### src/rtl/aes_pkg.sv
`default_nettype none
// +----------------------------------------------------------------------+
// | aes_pkg                                                              |
// | Shared AES constants, round primitives and FSM encoding.             |
// | Revision: 1.0                                                        |
// +----------------------------------------------------------------------+
package aes_pkg;

  typedef enum logic [1:0] {
    IDLE  = 2'd0,
    LOAD  = 2'd1,
    ROUND = 2'd2,
    DONE  = 2'd3
  } aes_state_t;

  localparam logic [0:255][7:0] c_sbox = {
    128'h637c777bf26b6fc53001672bfed7ab76, 128'hca82c97dfa5947f0add4a2af9ca472c0,
    128'hb7fd9326363ff7cc34a5e5f171d83115, 128'h04c723c31896059a071280e2eb27b275,
    128'h09832c1a1b6e5aa0523bd6b329e32f84, 128'h53d100ed20fcb15b6acbbe394a4c58cf,
    128'hd0efaafb434d338545f9027f503c9fa8, 128'h51a3408f929d38f5bcb6da2110fff3d2,
    128'hcd0c13ec5f974417c4a77e3d645d1973, 128'h60814fdc222a908846eeb814de5e0bdb,
    128'he0323a0a4906245cc2d3ac629195e479, 128'he7c8376d8dd54ea96c56f4ea657aae08,
    128'hba78252e1ca6b4c6e8dd741f4bbd8b8a, 128'h703eb5664803f60e613557b986c11d9e,
    128'he1f8981169d98e949b1e87e9ce5528df, 128'h8ca1890dbfe6426841992d0fb054bb16
  };

  function automatic logic [7:0] sbox(input logic [7:0] b);
    return c_sbox[b];
  endfunction

  function automatic logic [31:0] sub_word(input logic [31:0] w);
    return {sbox(w[31:24]), sbox(w[23:16]), sbox(w[15:8]), sbox(w[7:0])};
  endfunction

  function automatic logic [7:0] xtime(input logic [7:0] b);
    return {b[6:0], 1'b0} ^ (b[7] ? 8'h1b : 8'h00);
  endfunction

  function automatic logic [31:0] mix_col(input logic [31:0] c);
    logic [7:0] a0, a1, a2, a3;
    a0 = c[31:24];
    a1 = c[23:16];
    a2 = c[15:8];
    a3 = c[7:0];
    return {xtime(a0) ^ xtime(a1) ^ a1 ^ a2 ^ a3,
            a0 ^ xtime(a1) ^ xtime(a2) ^ a2 ^ a3,
            a0 ^ a1 ^ xtime(a2) ^ xtime(a3) ^ a3,
            xtime(a0) ^ a0 ^ a1 ^ a2 ^ xtime(a3)};
  endfunction

  function automatic logic [7:0] rcon(input logic [3:0] i);
    case (i)
      4'd0:    return 8'h01;
      4'd1:    return 8'h02;
      4'd2:    return 8'h04;
      4'd3:    return 8'h08;
      4'd4:    return 8'h10;
      4'd5:    return 8'h20;
      4'd6:    return 8'h40;
      4'd7:    return 8'h80;
      4'd8:    return 8'h1b;
      4'd9:    return 8'h36;
      default: return 8'h00;
    endcase
  endfunction

  // Byte k of the block sits at [127-8k -: 8], row = k%4, column = k/4.
  function automatic logic [127:0] shift_rows(input logic [127:0] s);
    logic [127:0] o;
    o = '0;
    for (int c = 0; c < 4; c++) begin
      for (int r = 0; r < 4; r++) begin
        o[127-8*(4*c+r) -: 8] = s[127-8*(4*((c+r)%4)+r) -: 8];
      end
    end
    return o;
  endfunction

  function automatic int nr_of(input int key_bits);
    return (key_bits == 256) ? 14 : 10;
  endfunction

  function automatic int steps_of(input int cols);
    return 4 / cols;
  endfunction

endpackage
`default_nettype wire

### src/rtl/aes_key_expand.sv
`default_nettype none
// +----------------------------------------------------------------------+
// | aes_key_expand                                                       |
// | On-the-fly round-key generator; round_key is the current round key.  |
// | Revision: 1.0                                                        |
// +----------------------------------------------------------------------+
module aes_key_expand
  import aes_pkg::*;
#(
  parameter int KEY_BITS = 128
) (
  input  logic                clock,
  input  logic                reset,
  input  logic                load,
  input  logic [KEY_BITS-1:0] key,
  input  logic                advance,
  output logic [127:0]        round_key
);

  if (KEY_BITS != 128 && KEY_BITS != 256) begin : g_bad_key_bits
    $error("aes_key_expand: KEY_BITS must be 128 or 256");
  end

  // Window holds the next KEY_BITS/32 key words, current round key first.
  logic [KEY_BITS-1:0] r_win;
  logic [3:0]          r_rcon_idx;
  logic                r_odd;

  logic [127:0]        w_old;
  logic [31:0]         w_last;
  logic                w_rot;
  logic [31:0]         w_f;
  logic [127:0]        w_new;
  logic [KEY_BITS-1:0] w_win_next;

  assign w_old  = r_win[KEY_BITS-1 -: 128];
  assign w_last = r_win[31:0];
  // AES-256 alternates full and SubWord-only steps between half-windows.
  assign w_rot  = (KEY_BITS == 128) || !r_odd;
  assign w_f    = w_rot ? (sub_word({w_last[23:0], w_last[31:24]}) ^ {rcon(r_rcon_idx), 24'h0})
                        : sub_word(w_last);

  assign w_new[127:96] = w_old[127:96] ^ w_f;
  assign w_new[95:64]  = w_old[95:64]  ^ w_new[127:96];
  assign w_new[63:32]  = w_old[63:32]  ^ w_new[95:64];
  assign w_new[31:0]   = w_old[31:0]   ^ w_new[63:32];

  if (KEY_BITS == 128) begin : g_win128
    assign w_win_next = w_new;
  end else begin : g_win256
    assign w_win_next = {r_win[127:0], w_new};
  end

  always_ff @(posedge clock or negedge reset) begin
    if (!reset) begin
      r_win      <= '0;
      r_rcon_idx <= 4'd0;
      r_odd      <= 1'b0;
    end else if (load) begin
      r_win      <= key;
      r_rcon_idx <= 4'd0;
      r_odd      <= 1'b0;
    end else if (advance) begin
      r_win <= w_win_next;
      r_odd <= ~r_odd;
      if (w_rot) begin
        r_rcon_idx <= r_rcon_idx + 4'd1;
      end
    end
  end

  assign round_key = w_old;

endmodule
`default_nettype wire

### src/rtl/aes_iter_core.sv
`default_nettype none
// +----------------------------------------------------------------------+
// | aes_iter_core                                                        |
// | Iterative AES encryptor, COLS columns per cycle, valid/ready I/O.    |
// | Revision: 1.0                                                        |
// +----------------------------------------------------------------------+
module aes_iter_core
  import aes_pkg::*;
#(
  parameter int KEY_BITS = 128,
  parameter int COLS     = 1
) (
  input  logic                clock,
  input  logic                reset,
  input  logic                in_valid,
  output logic                in_ready,
  input  logic [127:0]        data_in,
  input  logic [KEY_BITS-1:0] key_in,
  output logic                out_valid,
  input  logic                out_ready,
  output logic [127:0]        data_out,
  output logic                busy
);

  localparam int c_nr    = nr_of(KEY_BITS);
  localparam int c_steps = steps_of(COLS);

  if ((KEY_BITS != 128 && KEY_BITS != 256) || (COLS != 1 && COLS != 2 && COLS != 4))
  begin : g_bad_params
    $error("aes_iter_core: KEY_BITS must be 128/256 and COLS 1/2/4");
  end

  aes_state_t   r_fsm;
  aes_state_t   w_fsm_next;
  logic [127:0] r_work;
  logic [127:0] r_shadow;
  logic [127:0] r_data_out;
  logic [3:0]   r_round;
  logic [1:0]   r_step;

  logic         w_accept;
  logic         w_last_step;
  logic         w_last_round;
  logic         w_key_advance;
  logic [127:0] w_round_key;
  logic [127:0] w_shifted;
  logic [127:0] w_shadow_next;
  logic [6:0]   w_col_base [COLS];
  logic [31:0]  w_col_out  [COLS];

  assign w_accept      = in_valid & in_ready;
  assign w_last_step   = (r_step == 2'(c_steps - 1));
  assign w_last_round  = (r_round == 4'(c_nr));
  assign w_key_advance = (r_fsm == LOAD) || (r_fsm == ROUND && w_last_step && !w_last_round);

  aes_key_expand #(
    .KEY_BITS (KEY_BITS)
  ) u_key_expand (
    .clock     (clock),
    .reset     (reset),
    .load      (w_accept),
    .key       (key_in),
    .advance   (w_key_advance),
    .round_key (w_round_key)
  );

  // SubBytes commutes with ShiftRows, so only the selected columns need S-boxes.
  assign w_shifted = shift_rows(r_work);

  for (genvar j = 0; j < COLS; j++) begin : g_col
    logic [1:0]  w_idx;
    logic [31:0] w_sub;
    assign w_idx         = 2'(r_step * COLS + j);
    assign w_col_base[j] = 7'd127 - {w_idx, 5'd0};
    assign w_sub         = sub_word(w_shifted[w_col_base[j] -: 32]);
    assign w_col_out[j]  = (w_last_round ? w_sub : mix_col(w_sub))
                         ^ w_round_key[w_col_base[j] -: 32];
  end

  always_comb begin
    w_shadow_next = r_shadow;
    for (int j = 0; j < COLS; j++) begin
      w_shadow_next[w_col_base[j] -: 32] = w_col_out[j];
    end
  end

  always_ff @(posedge clock or negedge reset) begin
    if (!reset) begin
      r_fsm <= IDLE;
    end else begin
      r_fsm <= w_fsm_next;
    end
  end

  always_comb begin
    w_fsm_next = r_fsm;
    in_ready   = 1'b0;
    out_valid  = 1'b0;
    busy       = 1'b0;
    case (r_fsm)
      IDLE: begin
        in_ready = 1'b1;
        if (in_valid) w_fsm_next = LOAD;
      end
      LOAD: begin
        busy       = 1'b1;
        w_fsm_next = ROUND;
      end
      ROUND: begin
        busy = 1'b1;
        if (w_last_step && w_last_round) w_fsm_next = DONE;
      end
      DONE: begin
        out_valid = 1'b1;
        in_ready  = out_ready;
        if (out_ready) w_fsm_next = in_valid ? LOAD : IDLE;
      end
      default: w_fsm_next = IDLE;
    endcase
  end

  always_ff @(posedge clock or negedge reset) begin
    if (!reset) begin
      r_work     <= '0;
      r_shadow   <= '0;
      r_data_out <= '0;
      r_round    <= 4'd0;
      r_step     <= 2'd0;
    end else if (w_accept) begin
      r_work  <= data_in;
      r_round <= 4'd0;
      r_step  <= 2'd0;
    end else if (r_fsm == LOAD) begin
      r_work  <= r_work ^ w_round_key;
      r_round <= 4'd1;
      r_step  <= 2'd0;
    end else if (r_fsm == ROUND) begin
      r_shadow <= w_shadow_next;
      if (w_last_step) begin
        r_work  <= w_shadow_next;
        r_step  <= 2'd0;
        r_round <= r_round + 4'd1;
        if (w_last_round) r_data_out <= w_shadow_next;
      end else begin
        r_step <= r_step + 2'd1;
      end
    end
  end

  assign data_out = r_data_out;

endmodule
`default_nettype wire

### config.mk
export PLATFORM = sky130hd
export DESIGN_NAME = aes_iter_core
export DESIGN_NICKNAME = d
export VERILOG_FILES = /design/src/rtl/aes_pkg.sv /design/src/rtl/aes_key_expand.sv /design/src/rtl/aes_iter_core.sv
export SDC_FILE = /design/constraint.sdc
export NUM_CORES = 2
export LEC_CHECK = 0
export ABC_AREA = 0
export CAP_MARGIN = 0
export CORE_UTILIZATION = 30
export DETAILED_ROUTE_END_ITERATION = 8
export SLEW_MARGIN = 10
export SYNTH_ARGS = -nofsm -noshare
export SYNTH_HDL_FRONTEND = slang
export SYNTH_HIERARCHICAL = 1
export SYNTH_SLANG_ARGS = --single-unit
### constraint.sdc
create_clock -name clock -period 7.6 [get_ports clock]
set_input_delay 1.52 -clock clock [delete_from_list [all_inputs] [get_ports clock]]
set_output_delay 1.52 -clock clock [all_outputs]
set_load 0.02 [all_outputs]
## Yosys cells after proc, flatten, opt, wreduce, memory -nomap -nowiden

Memories as Yosys holds them, arrays and structs flattened.
Index checks and enable logic that the tools add are counted.

- Register bits: 524
- Memory bits (read-only): 16512
- Output and inout bits: 131
- Memories: 9

Memory list:

| memory | depth | bits a word | read ports | clocked after Yosys merged registers in | write ports | line | RTL |
|---|---|---|---|---|---|---|---|
| (name not given) | 256 | 8 | 1 | 0 | 0 | aes_pkg.sv:28 | `return c_sbox[b];` |
| (name not given) | 256 | 8 | 1 | 0 | 0 | aes_pkg.sv:28 |  |
| (name not given) | 256 | 8 | 1 | 0 | 0 | aes_pkg.sv:28 |  |
| (name not given) | 256 | 8 | 1 | 0 | 0 | aes_pkg.sv:28 |  |
| (name not given) | 256 | 8 | 1 | 0 | 0 | aes_pkg.sv:28 |  |
| (name not given) | 256 | 8 | 1 | 0 | 0 | aes_pkg.sv:28 |  |
| +3 memories | n/a | n/a | n/a | n/a | n/a | n/a |  |

- Add/subtract/negate cells: 5
- $lt $le $gt $ge: 8
- Eq/ne operators: 8
- Shifts and indexed selects: 4
- Mux-type cells: 46
- Bitwise operators: 38
- Reduce and logical (&&, ||, !) cells: 14

Operator list:

| cell | number |
|---|---|
| two-way mux 128 bit | 6 |
| variable part select 159 x 8 -> 32 bit | 2 |
| bitwise XOR 32 bit | 6 |
| variable shift 32 x 9 -> 159 bit (first input constant) | 1 |
| variable part select 32 x 9 -> 159 bit | 1 |
| bitwise mux 128 bit | 1 |
| two-way mux 8 bit | 16 |
| bitwise XOR 128 bit | 1 |
| bitwise XOR 8 bit | 16 |
| greater-or-equal comparator 9 bit (second input constant) | 8 |
| inverter 8 -> 9 bit | 8 |
| two-way mux 32 bit | 1 |
| bitwise XOR 8 x 5 -> 8 bit | 4 |
| two-way mux 4 bit | 6 |
| two-way mux 5 bit | 4 |
| two-way mux 2 bit | 7 |
| negation 7 -> 9 bit | 1 |
| adder 4 x 1 -> 4 bit (second input constant) | 2 |
| one-hot mux 2 bit (4 select lines) | 1 |
| subtractor 7 bit (first input constant) | 1 |
| equality test 2 bit (second input constant) | 3 |
| AND reduction 3 bit | 2 |
| nonzero test 3 bit | 2 |
| AND reduction 5 bit | 1 |
| other kinds (16) | 22 |

## Logic depth before layout (Yosys ltp)

- Depth after elaboration: 20
- Gate-level depth with buffers: 25

## Cells and area by module

Netlist, hierarchy kept.

Modules (own cells, without submodules):

| module | instances | cells an instance | area each (sq um) | sequential area each (sq um) |
|---|---|---|---|---|
| aes_iter_core | 1 | 4676 | 37702.4 | 9008.6 |
| aes_key_expand | 1 | 3037 | 22374.0 | 3303.2 |

## Worst setup path before layout

No wires, ideal clock.

- Kind: register to register
- From: register r_step[0]
- To: register r_work[65]
- Library setup time: 0.133 ns
- Arrival: 5.276 ns
- Path slack: 2.191 ns
- Cell stages (with the launch flop): 24
- Path buffers: 8
- Clock period less this slack: 5.409 ns
- Cell sequence: dfrtp_1 > buf_6 > buf_6 > buf_6 > mux4_2 > buf_2 > buf_6 > buf_4 > inv_1 > ha_1 > inv_1 > ha_1 > or2_2 > a311o_1 > a32o_1 > o21ai_1 > or2_1 > clkbuf_1 > xnor2_1 > xnor3_1 > mux2i_1 > xnor2_1 > buf_2 > o211ai_1

- Longest elaborated chain between the ends: 20
- Elaborated cells between the ends (all ways): 56

RTL lines:

| what | line | RTL |
|---|---|---|
| from (decl) | aes_iter_core.sv:39 | `logic [1:0] r_step;` |
| from (signal assigned) | aes_iter_core.sv:145 | `r_step <= r_step + 2'd1;` |
| subtractor 7 bit | aes_iter_core.sv:74 | `assign w_col_base[j] = 7'd127 - {w_idx, 5'd0};` |
| variable part select 159 x 8 -> 32 bit | aes_iter_core.sv:75 | `assign w_sub = sub_word(w_shifted[w_col_base[j] -: 32]);` |
| inverter 8 -> 9 bit (implied by the code) | aes_pkg.sv:28 |  |
| memory read (256 x 8 bit) | n/a |  |
| two-way mux 8 bit (implied by the code) (2 in series) | aes_pkg.sv:28 |  |
| two-way mux 5 bit | aes_pkg.sv:36 | `return {b[6:0], 1'b0} ^ (b[7] ? 8'h1b : 8'h00);` |
| bitwise XOR 8 x 5 -> 8 bit | aes_pkg.sv:36 |  |
| bitwise XOR 8 bit (on tied branches) (4 in series) | aes_pkg.sv:48, aes_pkg.sv:45, aes_pkg.sv:46 |  |
| two-way mux 32 bit | aes_iter_core.sv:76 | `assign w_col_out[j] = (w_last_round ? w_sub : mix_col(w_sub))` |
| bitwise XOR 32 bit | aes_iter_core.sv:77 | `^ w_round_key[w_col_base[j] -: 32];` |
| variable part select 32 x 9 -> 159 bit | aes_iter_core.sv:83 | `w_shadow_next[w_col_base[j] -: 32] = w_col_out[j];` |
| bitwise mux 128 bit | aes_iter_core.sv:83 |  |
| two-way mux 128 bit | aes_iter_core.sv:139 | `if (w_last_step) begin` |
| two-way mux 128 bit | aes_iter_core.sv:137 | `end else if (r_fsm == ROUND) begin` |
| two-way mux 128 bit | aes_iter_core.sv:133 | `end else if (r_fsm == LOAD) begin` |
| two-way mux 128 bit | aes_iter_core.sv:129 | `end else if (w_accept) begin` |
| to (signal assigned) | aes_iter_core.sv:130 | `r_work <= data_in;` |
| to (signal assigned) | aes_iter_core.sv:134 | `r_work <= r_work ^ w_round_key;` |
| to (signal assigned) | aes_iter_core.sv:140 | `r_work <= w_shadow_next;` |
| to (decl) | aes_iter_core.sv:35 | `logic [127:0] r_work;` |

Parallel ways exist; a longest one is shown, timed or not. The select of a mux whose other input is x is not followed.
A chain may end at the register's enable or synchronous reset.

## Worst setup path in the final report

- From: register r_step[0]
- To: register r_work[66]

Same word-level chain as after synthesis.

==> results.md <==
Setup path:
- At the worst endpoint, the required time is 8.15 ns.
- The biggest fanout along the worst timing path is 38.
- STA puts the critical path data arrival time at 7.19 ns.
- The worst-case reg-to-reg path depth is 16.
- STA classifies the critical path startpoint as a flop.
- By startpoint and endpoint, the worst setup path is classified as flop to flop.
- The kind of end point of the critical path is a flop.

Floorplanning:
- The die is between 400 and 500 µm tall.
- The die covers 0.202 mm².
- The floorplan step set the die width to 450 µm.
- In this run the count of I/O pins placed on the die edge is 391.
- The area of the core is 0.198 mm².
- The initialized floorplan defines about 160 standard-cell rows.
- For this configuration, the core starts out at a cell density of 0.303.

Final layout:
- The cell area after layout is 0.0680 mm².
- The area added between synthesis and finish is 13.1%.
- In the layout the commonest cells are 693 x sky130_fd_sc_hd__nand2_1, 626 x sky130_fd_sc_hd__nor2_1, 551 x sky130_fd_sc_hd__a21oi_1.
- The net count of the finished layout is 8030.
- The leading cell type in the layout, fill and taps excluded is sky130_fd_sc_hd__nand2_1.
- In the final layout, the share of cells above drive strength 1 is 0.106.

Flow run:
- The total of max-cap violations is 0.

STA:
- For the finished layout, the period the worst path requires is approximately 6.6 ns.
- The transition at the pin with the smallest max-transition slack is 1.22 ns.
- The worst clock skew is 0.0695 ns.
- Setup violations remaining at the end of the flow were counted as 0.
- The final setup TNS is 0 ns.
- The number of failing hold endpoints at the final stage came to 0.
- The number of slew-limit violations in the final report is 0.
- Setup repair after global routing left no endpoint under its margin.
- The final period utilization is 0.873.
- The worst pin sits at a relative slew slack of 0.186.
- Static timing analysis puts the maximum clock frequency at 0.151 GHz.

Routing:
- The detail-routed net length per standard cell is 33.3 µm.
- The detail route stage leaves a number of antenna-violating nets equal to 0.
- Across all layers, the routed design uses around 69000 vias.
- The total length of routed wires is 344000 µm.
- In this run, the number of DRC markers left after iteration 0 of detailed routing was 11700.
- For this run, design rule violations remaining after detail routing come to 0.
- The first detailed-routing pass ran for 8 iterations.
- Using the TritonRoute via totals, the vias-per-cell ratio works out to 6.70.

CTS:
- The clock sink count is 492.
- The buffers inserted during post-CTS setup optimization is 0.
- The post-cts sizing count is 0.
- The clock insertion delay at the later pin of the skew report is 0.70 ns.
- The total clock buffers created by CTS is 54.
- The tree is rooted in a sky130_fd_sc_hd__clkbuf_16.
- No sink is reached through more buffers than the 3 on the longest clock path.
- For this design, the CTS-stage hold fixing added 0 buffers.
- The H-tree was split into 2 levels.
- TritonCTS built the clock tree.
- The clock-pin slew on the worst setup and hold paths is 0.07 ns.

Logic synthesis:
- Summed over all instances, the cell type with the most area after synthesis is sky130_fd_sc_hd__dfrtp_1.
- In the post-synthesis netlist, the biggest area contributors are sky130_fd_sc_hd__dfrtp_1 20%, sky130_fd_sc_hd__a21oi_1 4.6%, sky130_fd_sc_hd__xnor2_1 4.5%.
- Synthesis produced a netlist with a net count of 8115.
- The area of the mapped netlist is 0.0601 mm².
- Yosys mapped a number of flops with a built-in enable equal to 0.
- The most used flip-flop cell after synthesis is sky130_fd_sc_hd__dfrtp_1.
- The number of warning messages in the yosys log is 6.
- The post-synthesis sequential element count is 492.
- Dividing the synthesized area by the synthesized cell count gives 7.79 µm².
- The share of the synthesized area in the top cell type is 0.205.
- Synthesis produced 7713 cells.
- The async set-reset flop share out of synthesis is 1.00.
- The number of different library cells used by synthesis comes to 130.
- The fraction of the yosys area taken by sequential cells is 0.205.

GRT:
- For this run, the total global-route usage over all layers was measured as 0.322.
- Entering global routing, the biggest net connects approximately 170 pins.
- Summed over all layers, the global routing overflow is 0.
- The number of global-route vias before repair came to 63700.
- The first global-routing pass estimated 486000 µm of wire.
- The initial antenna violation count is 20.

Min path:
- The cell depth of the worst hold path is 2.
- The kind of path behind the tightest hold check is flop to flop.

Place:
- Buffers placed on the I/O ports in this run total roughly 400.
- The total placed instance area is 0.0661 mm².
- Routability-driven placement finished with a final weighted congestion of between 1 and 1.5.
- The half-perimeter wire length after detailed placement is 251000 µm.

Run status:
- The run finished with clean final reports.
-- final timing paths --
path,start,slack (ns),to
worst max-delay path,r_step[0],0.97,r_work[66]
min in group asynchronous,reset,0.79,u_key_expand/round_key[52]
worst min register to register,data_out[3],0.48,data_out[3]
worst max register to register,r_step[0],0.97,r_work[66]
worst min-delay path,data_out[3],0.48,data_out[3]
max in group asynchronous,reset,5.16,r_work[72]
-- layer usage --
layer  up-vias  share of wire  GRT usage
met3      1016           0.10     0.0628
met2      5068           0.44      0.503
li1      28800              -          -
met1     34200           0.38      0.406
met4        14          0.077      0.202
met5         -        0.00057    0.00402
-- per-stage QoR --
step / std cells / hold WS (ns) / util / worst slack [ns]
2_1_floorplan: 7713 / 0.455 / - / 2.19
4_1_cts: 10300 / 0.490 / 0.343 / 1.19
5_1_grt: 10300 / 0.514 / 0.343 / 0.798
3_3_place_gp: 10200 / 0.466 / 0.333 / 1.16
3_5_place_dp: 10200 / 0.474 / 0.333 / 1.18
6_report: 10300 / 0.483 / 0.343 / 0.965
-- logic make-up after synthesis --
family | Yosys count | share of synthesized area
muxes | 380 | 0.0874
adders and majority gates | 142 | 0.0297
xor gates and xnor gates | 460 | 0.0782
and+or+nand+nor | 2439 | 0.195
DFF | 492 | 0.205
buffers and inverters | 967 | 0.0753
AOI/OAI and AO/OA | 2833 | 0.329
-- synthesized netlist by cell type (65+ instances only) --
cell type,n
sky130_fd_sc_hd__o211ai_1,203
sky130_fd_sc_hd__o311ai_0,65
sky130_fd_sc_hd__mux2i_1,186
sky130_fd_sc_hd__buf_2,255
sky130_fd_sc_hd__nand2b_1,168
sky130_fd_sc_hd__o21ai_1,90
sky130_fd_sc_hd__nor2b_1,122
sky130_fd_sc_hd__dfrtp_1,492
sky130_fd_sc_hd__a211oi_1,179
sky130_fd_sc_hd__a21oi_1,551
sky130_fd_sc_hd__clkbuf_1,419
sky130_fd_sc_hd__xor2_1,94
sky130_fd_sc_hd__and2_1,69
sky130_fd_sc_hd__a31oi_1,141
sky130_fd_sc_hd__a221oi_1,117
sky130_fd_sc_hd__and3_1,78
sky130_fd_sc_hd__nor3_1,160
sky130_fd_sc_hd__nor2_1,637
sky130_fd_sc_hd__nand2_1,695
sky130_fd_sc_hd__ha_1,141
sky130_fd_sc_hd__nand3_1,188
sky130_fd_sc_hd__o221ai_1,75
sky130_fd_sc_hd__xnor2_1,312
sky130_fd_sc_hd__a311oi_1,82
sky130_fd_sc_hd__inv_1,110
sky130_fd_sc_hd__mux4_2,103
sky130_fd_sc_hd__mux2_2,81
sky130_fd_sc_hd__o21ai_0,529
-- cell type report --
type	count	area, µm²
timing repair buffer	697	6490
sequential	492	12400
inverter	129	485
fill	20900	130000
antenna	8	20.0
tap	2640	3300
multi-input combinational	6254	43400
clock buffer	80	1600
clock inverter	20	287
-- registers in the layout, indices dropped and copies added, names as in the netlist --
register	cells
r_step	2
u_key_expand/r_rcon_idx	4
data_out	128
r_shadow	96
u_key_expand/round_key	128
r_fsm	2
r_round	4
r_work	128
-- critical path, stage by stage, from the launching register on --
cell                       delay [ns]
sky130_fd_sc_hd__dfrtp_4         0.96
sky130_fd_sc_hd__mux4_2          0.86
sky130_fd_sc_hd__inv_1           0.25
sky130_fd_sc_hd__ha_1            0.27
sky130_fd_sc_hd__inv_1           0.42
sky130_fd_sc_hd__nand2_1         0.40
sky130_fd_sc_hd__a31oi_1         0.28
sky130_fd_sc_hd__a221oi_1        0.11
sky130_fd_sc_hd__o211ai_1        0.51
sky130_fd_sc_hd__nand4_2         0.47
sky130_fd_sc_hd__xnor2_2         0.33
sky130_fd_sc_hd__xnor3_1         0.26
sky130_fd_sc_hd__mux2i_1         0.08
sky130_fd_sc_hd__buf_4           0.20
sky130_fd_sc_hd__xnor2_2         0.58
sky130_fd_sc_hd__a22oi_1         0.20
sky130_fd_sc_hd__o21ai_0         0.21
Power is not shown: default switching activity piles up to over one toggle a cycle in this logic, so the estimate is an artifact.
